`src/rtl/div_pkg.sv`:
```
`default_nettype none
// ============================================================================
//  Module   : div_pkg
//  Purpose  : Shared constants and stage record for the pipelined divider.
//             Holds the default dividend/quotient width, divisor/remainder
//             width and tag width, plus the record describing one pipeline
//             slot at those default widths.
//  Revision : 1.0 - initial release
// ============================================================================
package div_pkg;

   localparam int c_DEF_DW = 26;   // dividend / quotient width
   localparam int c_DEF_VW = 14;   // divisor / remainder width
   localparam int c_DEF_TW = 4;    // sideband tag width

   // One pipeline slot at the default widths. pipe_divider declares the same
   // layout locally so that it can follow its own DW/VW/TW parameters.
   typedef struct packed {
      logic                valid;
      logic [c_DEF_VW-1:0] rem;
      logic [c_DEF_DW-1:0] quo;
      logic [c_DEF_DW-1:0] dividend;
      logic [c_DEF_VW-1:0] divisor;
      logic [c_DEF_TW-1:0] tag;
      logic                div0;
   } stage_rec_t;

endpackage : div_pkg
`default_nettype wire

```
`src/rtl/div_stage.sv`:
```
`default_nettype none
// ============================================================================
//  Module   : div_stage
//  Purpose  : One combinational restoring-division step. Shifts the next
//             dividend bit (MSB of i_dividend) into the partial remainder,
//             subtracts the divisor when it fits and appends the quotient bit.
//  Ports    : i_rem      - partial remainder so far (VW bits)
//             i_quo      - partial quotient so far (DW bits)
//             i_dividend - dividend bits not yet consumed, MSB next
//             i_divisor  - divisor
//             i_div0     - divisor is zero; remainder is forced to 0
//             o_rem/o_quo/o_dividend - updated values after this step
//  Revision : 1.0 - initial release
// ============================================================================
module div_stage
   import div_pkg::*;
#(
   parameter int DW = c_DEF_DW,
   parameter int VW = c_DEF_VW
)(
   input  logic [VW-1:0] i_rem,
   input  logic [DW-1:0] i_quo,
   input  logic [DW-1:0] i_dividend,
   input  logic [VW-1:0] i_divisor,
   input  logic          i_div0,
   output logic [VW-1:0] o_rem,
   output logic [DW-1:0] o_quo,
   output logic [DW-1:0] o_dividend
);

   logic [VW:0] w_trial;
   logic [VW:0] w_diff;
   logic        w_take;

   // The trial value needs VW+1 bits: the incoming remainder is < divisor,
   // so after the shift it can exceed the VW-bit range by one bit.
   assign w_trial = {i_rem, i_dividend[DW-1]};
   assign w_diff  = w_trial - {1'b0, i_divisor};
   assign w_take  = (w_trial >= {1'b0, i_divisor});

   // Either result is < divisor, so it always fits back into VW bits.
   // A zero divisor always "fits", giving all-ones quotient; the remainder
   // is pinned to 0 for that case.
   assign o_rem      = i_div0 ? '0 : VW'(w_take ? w_diff : w_trial);
   assign o_quo      = (i_quo << 1) | DW'(w_take);
   assign o_dividend = i_dividend << 1;

endmodule : div_stage
`default_nettype wire

```
`src/rtl/pipe_divider.sv`:
```
`default_nettype none
// ============================================================================
//  Module   : pipe_divider
//  Purpose  : Fully pipelined unsigned divider, DW stages, one quotient bit
//             per stage (restoring, MSB first). One operation per cycle; a
//             single global advance moves or holds every stage together.
//  Ports    : clk, rst_n (synchronous, active-low)
//             in_valid/in_ready, in_dividend, in_divisor, in_tag  - request
//             out_valid/out_ready, out_quotient, out_remainder,
//             out_tag, out_div0                                  - result
//  Revision : 1.0 - initial release
// ============================================================================
module pipe_divider
   import div_pkg::*;
#(
   parameter int DW = c_DEF_DW,
   parameter int VW = c_DEF_VW,
   parameter int TW = c_DEF_TW
)(
   input  logic          clk,
   input  logic          rst_n,
   input  logic          in_valid,
   output logic          in_ready,
   input  logic [DW-1:0] in_dividend,
   input  logic [VW-1:0] in_divisor,
   input  logic [TW-1:0] in_tag,
   output logic          out_valid,
   input  logic          out_ready,
   output logic [DW-1:0] out_quotient,
   output logic [VW-1:0] out_remainder,
   output logic [TW-1:0] out_tag,
   output logic          out_div0
);

   // Same layout as div_pkg::stage_rec_t, sized by this instance's parameters.
   typedef struct packed {
      logic          valid;
      logic [VW-1:0] rem;
      logic [DW-1:0] quo;
      logic [DW-1:0] dividend;
      logic [VW-1:0] divisor;
      logic [TW-1:0] tag;
      logic          div0;
   } stage_t;

   stage_t r_pipe [DW];   // r_pipe[k] holds the slot after k+1 steps
   stage_t w_src  [DW];   // input of step k
   stage_t w_next [DW];   // output of step k
   logic   w_advance;

   // The last stage is the output register, so the whole pipe may move
   // whenever that register is empty or being drained.
   assign w_advance = !r_pipe[DW-1].valid || out_ready;
   assign in_ready  = w_advance;

   for (genvar k = 0; k < DW; k++) begin : g_stage
      logic [VW-1:0] w_rem;
      logic [DW-1:0] w_quo;
      logic [DW-1:0] w_dvd;

      if (k == 0) begin : g_head
         assign w_src[k] = '{valid:    in_valid,
                             rem:      {VW{1'b0}},
                             quo:      {DW{1'b0}},
                             dividend: in_dividend,
                             divisor:  in_divisor,
                             tag:      in_tag,
                             div0:     (in_divisor == {VW{1'b0}})};
      end else begin : g_body
         assign w_src[k] = r_pipe[k-1];
      end

      div_stage #(
         .DW (DW),
         .VW (VW)
      ) u_step (
         .i_rem      (w_src[k].rem),
         .i_quo      (w_src[k].quo),
         .i_dividend (w_src[k].dividend),
         .i_divisor  (w_src[k].divisor),
         .i_div0     (w_src[k].div0),
         .o_rem      (w_rem),
         .o_quo      (w_quo),
         .o_dividend (w_dvd)
      );

      assign w_next[k] = '{valid:    w_src[k].valid,
                           rem:      w_rem,
                           quo:      w_quo,
                           dividend: w_dvd,
                           divisor:  w_src[k].divisor,
                           tag:      w_src[k].tag,
                           div0:     w_src[k].div0};
   end

   always_ff @(posedge clk) begin
      if (!rst_n) begin
         for (int k = 0; k < DW; k++) begin
            r_pipe[k] <= '0;
         end
      end else if (w_advance) begin
         for (int k = 0; k < DW; k++) begin
            r_pipe[k] <= w_next[k];
         end
      end
   end

   assign out_valid     = r_pipe[DW-1].valid;
   assign out_quotient  = r_pipe[DW-1].quo;
   assign out_remainder = r_pipe[DW-1].rem;
   assign out_tag       = r_pipe[DW-1].tag;
   assign out_div0      = r_pipe[DW-1].div0;

endmodule : pipe_divider
`default_nettype wire

```
`config.mk`:
```
export PLATFORM = sky130hd
export DESIGN_NAME = pipe_divider
export DESIGN_NICKNAME = d
export VERILOG_FILES = /design/src/rtl/div_pkg.sv /design/src/rtl/div_stage.sv /design/src/rtl/pipe_divider.sv
export SDC_FILE = /design/constraint.sdc
export NUM_CORES = 2
export LEC_CHECK = 0
export CAP_MARGIN = 10
export CORE_MARGIN = 3
export CORE_UTILIZATION = 25
export DETAILED_ROUTE_END_ITERATION = 12
export REMOVE_ABC_BUFFERS = 1
export SETUP_SLACK_MARGIN = 0.4
export SYNTH_ARGS = -nofsm -noshare
export SYNTH_HDL_FRONTEND = slang
export SYNTH_HIERARCHICAL = 1
export SYNTH_SLANG_ARGS = --single-unit
```
`constraint.sdc`:
```
create_clock -name clk -period 94.5 [get_ports clk]
set_input_delay 28.35 -clock clk [delete_from_list [all_inputs] [get_ports clk]]
set_output_delay 28.35 -clock clk [all_outputs]
set_load 0.02 [all_outputs]
```
==> parameters.txt <==
Parameter                              Value

Finish
  Leading cell types in the layout, fill and taps excluded ... sky130_fd_sc_hd__edfxtp_1, sky130_fd_sc_hd__and3_1, sky130_fd_sc_hd__and2_1
  Layout cell share with drive strength beyond 1 ... 7.277%
  Most common library cell in the layout ignoring fill and taps ... sky130_fd_sc_hd__edfxtp_1
  Count of nets after finishing ... 8187
  Final standard cell utilization of the core ... 26.37%
  Non-filler instance count after layout ... 12860
  Cell area after layout ... 98370 sq um
  Growth of design area from synthesis to finish ... 4.817%
  Largest registers ... r_pipe: 1546 flops
  Fillers ... 39030
  Largest reg by FF count ... r_pipe
  Flip-flop count of the largest register after layout ... 1546

Critical path
  Worst EP arrival ... 30010 ps
  Required time of the critical path ... 66150 ps
  Kind of end point of the critical path ... output port
  Register-to-register setup slack ... 90170 ps
  Endpoint of the worst register-to-register path ... r_pipe[0][1344]
  CP Max Fanout ... 4
  Length in cells of the worst reg-to-reg path ... 5
  Startpoint Class ... primary input
  Path type of the worst setup path ... primary input to output port
  Reg-to-Reg Start ... r_pipe[1][859]

Clocking
  Cell chosen for the clock root ... sky130_fd_sc_hd__clkbuf_16
  CTS tree ... built
  Resized Gates After CTS ... 0
  CTS sink count ... 1546
  Number of buffers between clock root and the deepest sink ... 4
  CTS Buf Count ... 184
  H-tree depth ... 4
  Clk Latency, worst-skew pair ... 840 ps
  Number of buffers added for setup after CTS ... 0
  Clk pin slew, worst setup/hold paths ... 60 ps
  Total of hold buffers inserted after clock tree synthesis ... 0

Power
  Part of the total power dissipated in combinational logic ... 43.6%
  Switching Share ... 36.84%
  Clock share of power ... 24.7%
  Switching pwr ... 1.019 mW
  Internal power contribution ... 1.747 mW
  PwrDens ... 28.12 nW/um^2
  Worst VDD drop ... 0.01559 mV
  Leak Pwr ... 41.46 nW
  Sequential power share ... 31.7%

Floorplan
  Ports ... 95
  Core Footprint ... 373000 sq um
  Initial Util ... 25.16%
  Die Y ... 618.7 um
  Site Rows ... 224
  Die Area ... 382800 sq um
  Die width ... 618.7 um

Run
  Max-cap violations ... 0

Global routing
  Total Routing Usage GR ... 9.682%
  Wire length of the first global-routing pass ... 312400 um
  Pin count of the biggest net entering global routing ... 243
  Total grt overflow ... 0
  Via count of the first global-routing pass ... 57200
  Number of antenna violations at the first check in global routing ... 4

Routing
  Total number of vias ... 59610
  Wire per inst ... 15.01 um
  Average vias per placed instance ... 4.635
  First drt pass iteration count ... 5
  Routed Antenna Nets ... 0
  Total length of routed wires ... 193000 um
  Violation count after the first detailed-route iteration ... 4782
  DR DRC count ... 0

Hold path
  Number of cells on the worst hold path ... 1
  Start point of the worst hold path ... r_pipe[1][299]
  Tightest Hold Check Type ... flip-flop to flip-flop
  Hold worst-path end ... r_pipe[1][386]

STA
  Fin Hold WS ... 502.3 ps
  Final clock period utilization by the worst path ... 61.75%
  Final sum of negative setup slack ... 0 ps
  Setup violators final ... 0
  Unrepaired setup endpoints after global routing ... false
  Clock skew after layout ... 94.50 ps
  Final critical-path required period ... 58360 ps
  Achievable frequency ... 17.14 MHz
  Pin slew with the least headroom to its limit ... 1079 ps
  Count of pins over their slew limit ... 0
  Final Hold Viols ... 0
  Rel. slew slack ... 28.05%

Synth
  Area of the mapped netlist ... 93850 sq um
  Post-synthesis average cell area ... 10.74 sq um
  Cells after Synth ... 8742
  Warning count from the yosys run ... 6

Place
  Post-detailed-placement cell area ... 92650 sq um
  Gp weighted congestion ... 0.8466
  Count of placed standard cells including taps ... 12540
  Total half-perimeter wirelength after legalization and detailed placement ... 124800 um
  I/O Buffers ... 94

Outcome
  Run status ... finished clean
==> worst max path at each step <==
stage | from | to | slack, ps
after floorplan | rst_n | r_pipe[0][0] | 18630
after global placement | out_ready | in_ready | 36030
after detailed placement | out_ready | in_ready | 36030
after CTS | out_ready | in_ready | 36010
after global routing | out_ready | in_ready | 36040
final | out_ready | in_ready | 36140
==> worst max-delay path: stages <==
cell and delay [ps]:
sky130_fd_sc_hd__clkdlybuf4s50_1 600, sky130_fd_sc_hd__nand2b_4 340, sky130_fd_sc_hd__clkdlybuf4s50_1 670
==> layout make-up <==
type / instances / area [sq um] / area share [%]
Clock inverter: 110 / 919.6 / 0.9348
Timing Repair Buffer: 144 / 1421 / 1.445
Inverter: 442 / 1659 / 1.687
Antenna cell: 1 / 2.502 / 0.002544
Multi-Input combinational cell: 5431 / 36920 / 37.53
Sequential cell: 1546 / 46420 / 47.19
Tap cell: 4972 / 6221 / 6.324
Clock buffer: 215 / 4806 / 4.885
==> layer usage <==
metal | vias up | GRT usage [%] | share of wire [%]
li1 | 29500 | - | -
met1 | 28730 | 13.12 | 46
met2 | 1067 | 16.11 | 47
met3 | 316 | 1.345 | 3.9
met4 | 0 | 2.598 | 2.5
met5 | - | 0 | 0
==> stage by stage <==
| step | setup slack, ps | total power, mW |
|---|---|---|
| finish | 36140 | 2.766 |
| global route | 36040 | 2.964 |
| CTS | 36010 | 2.785 |
| detailed placement | 36030 | 2.079 |
| global placement | 36030 | 2.078 |
| floorplan | 18630 | 1.793 |
==> power by group through the flow <==
stage               clock [mW]  sequential, mW  combinational [mW]
floorplan                    0           0.875               0.918
global placement             0           0.893                1.19
detailed placement           0           0.892                1.19
CTS                      0.712           0.878                1.19
global route             0.736           0.883                1.34
finish                   0.683           0.878                1.20
Power figures use the tool's default switching activity.
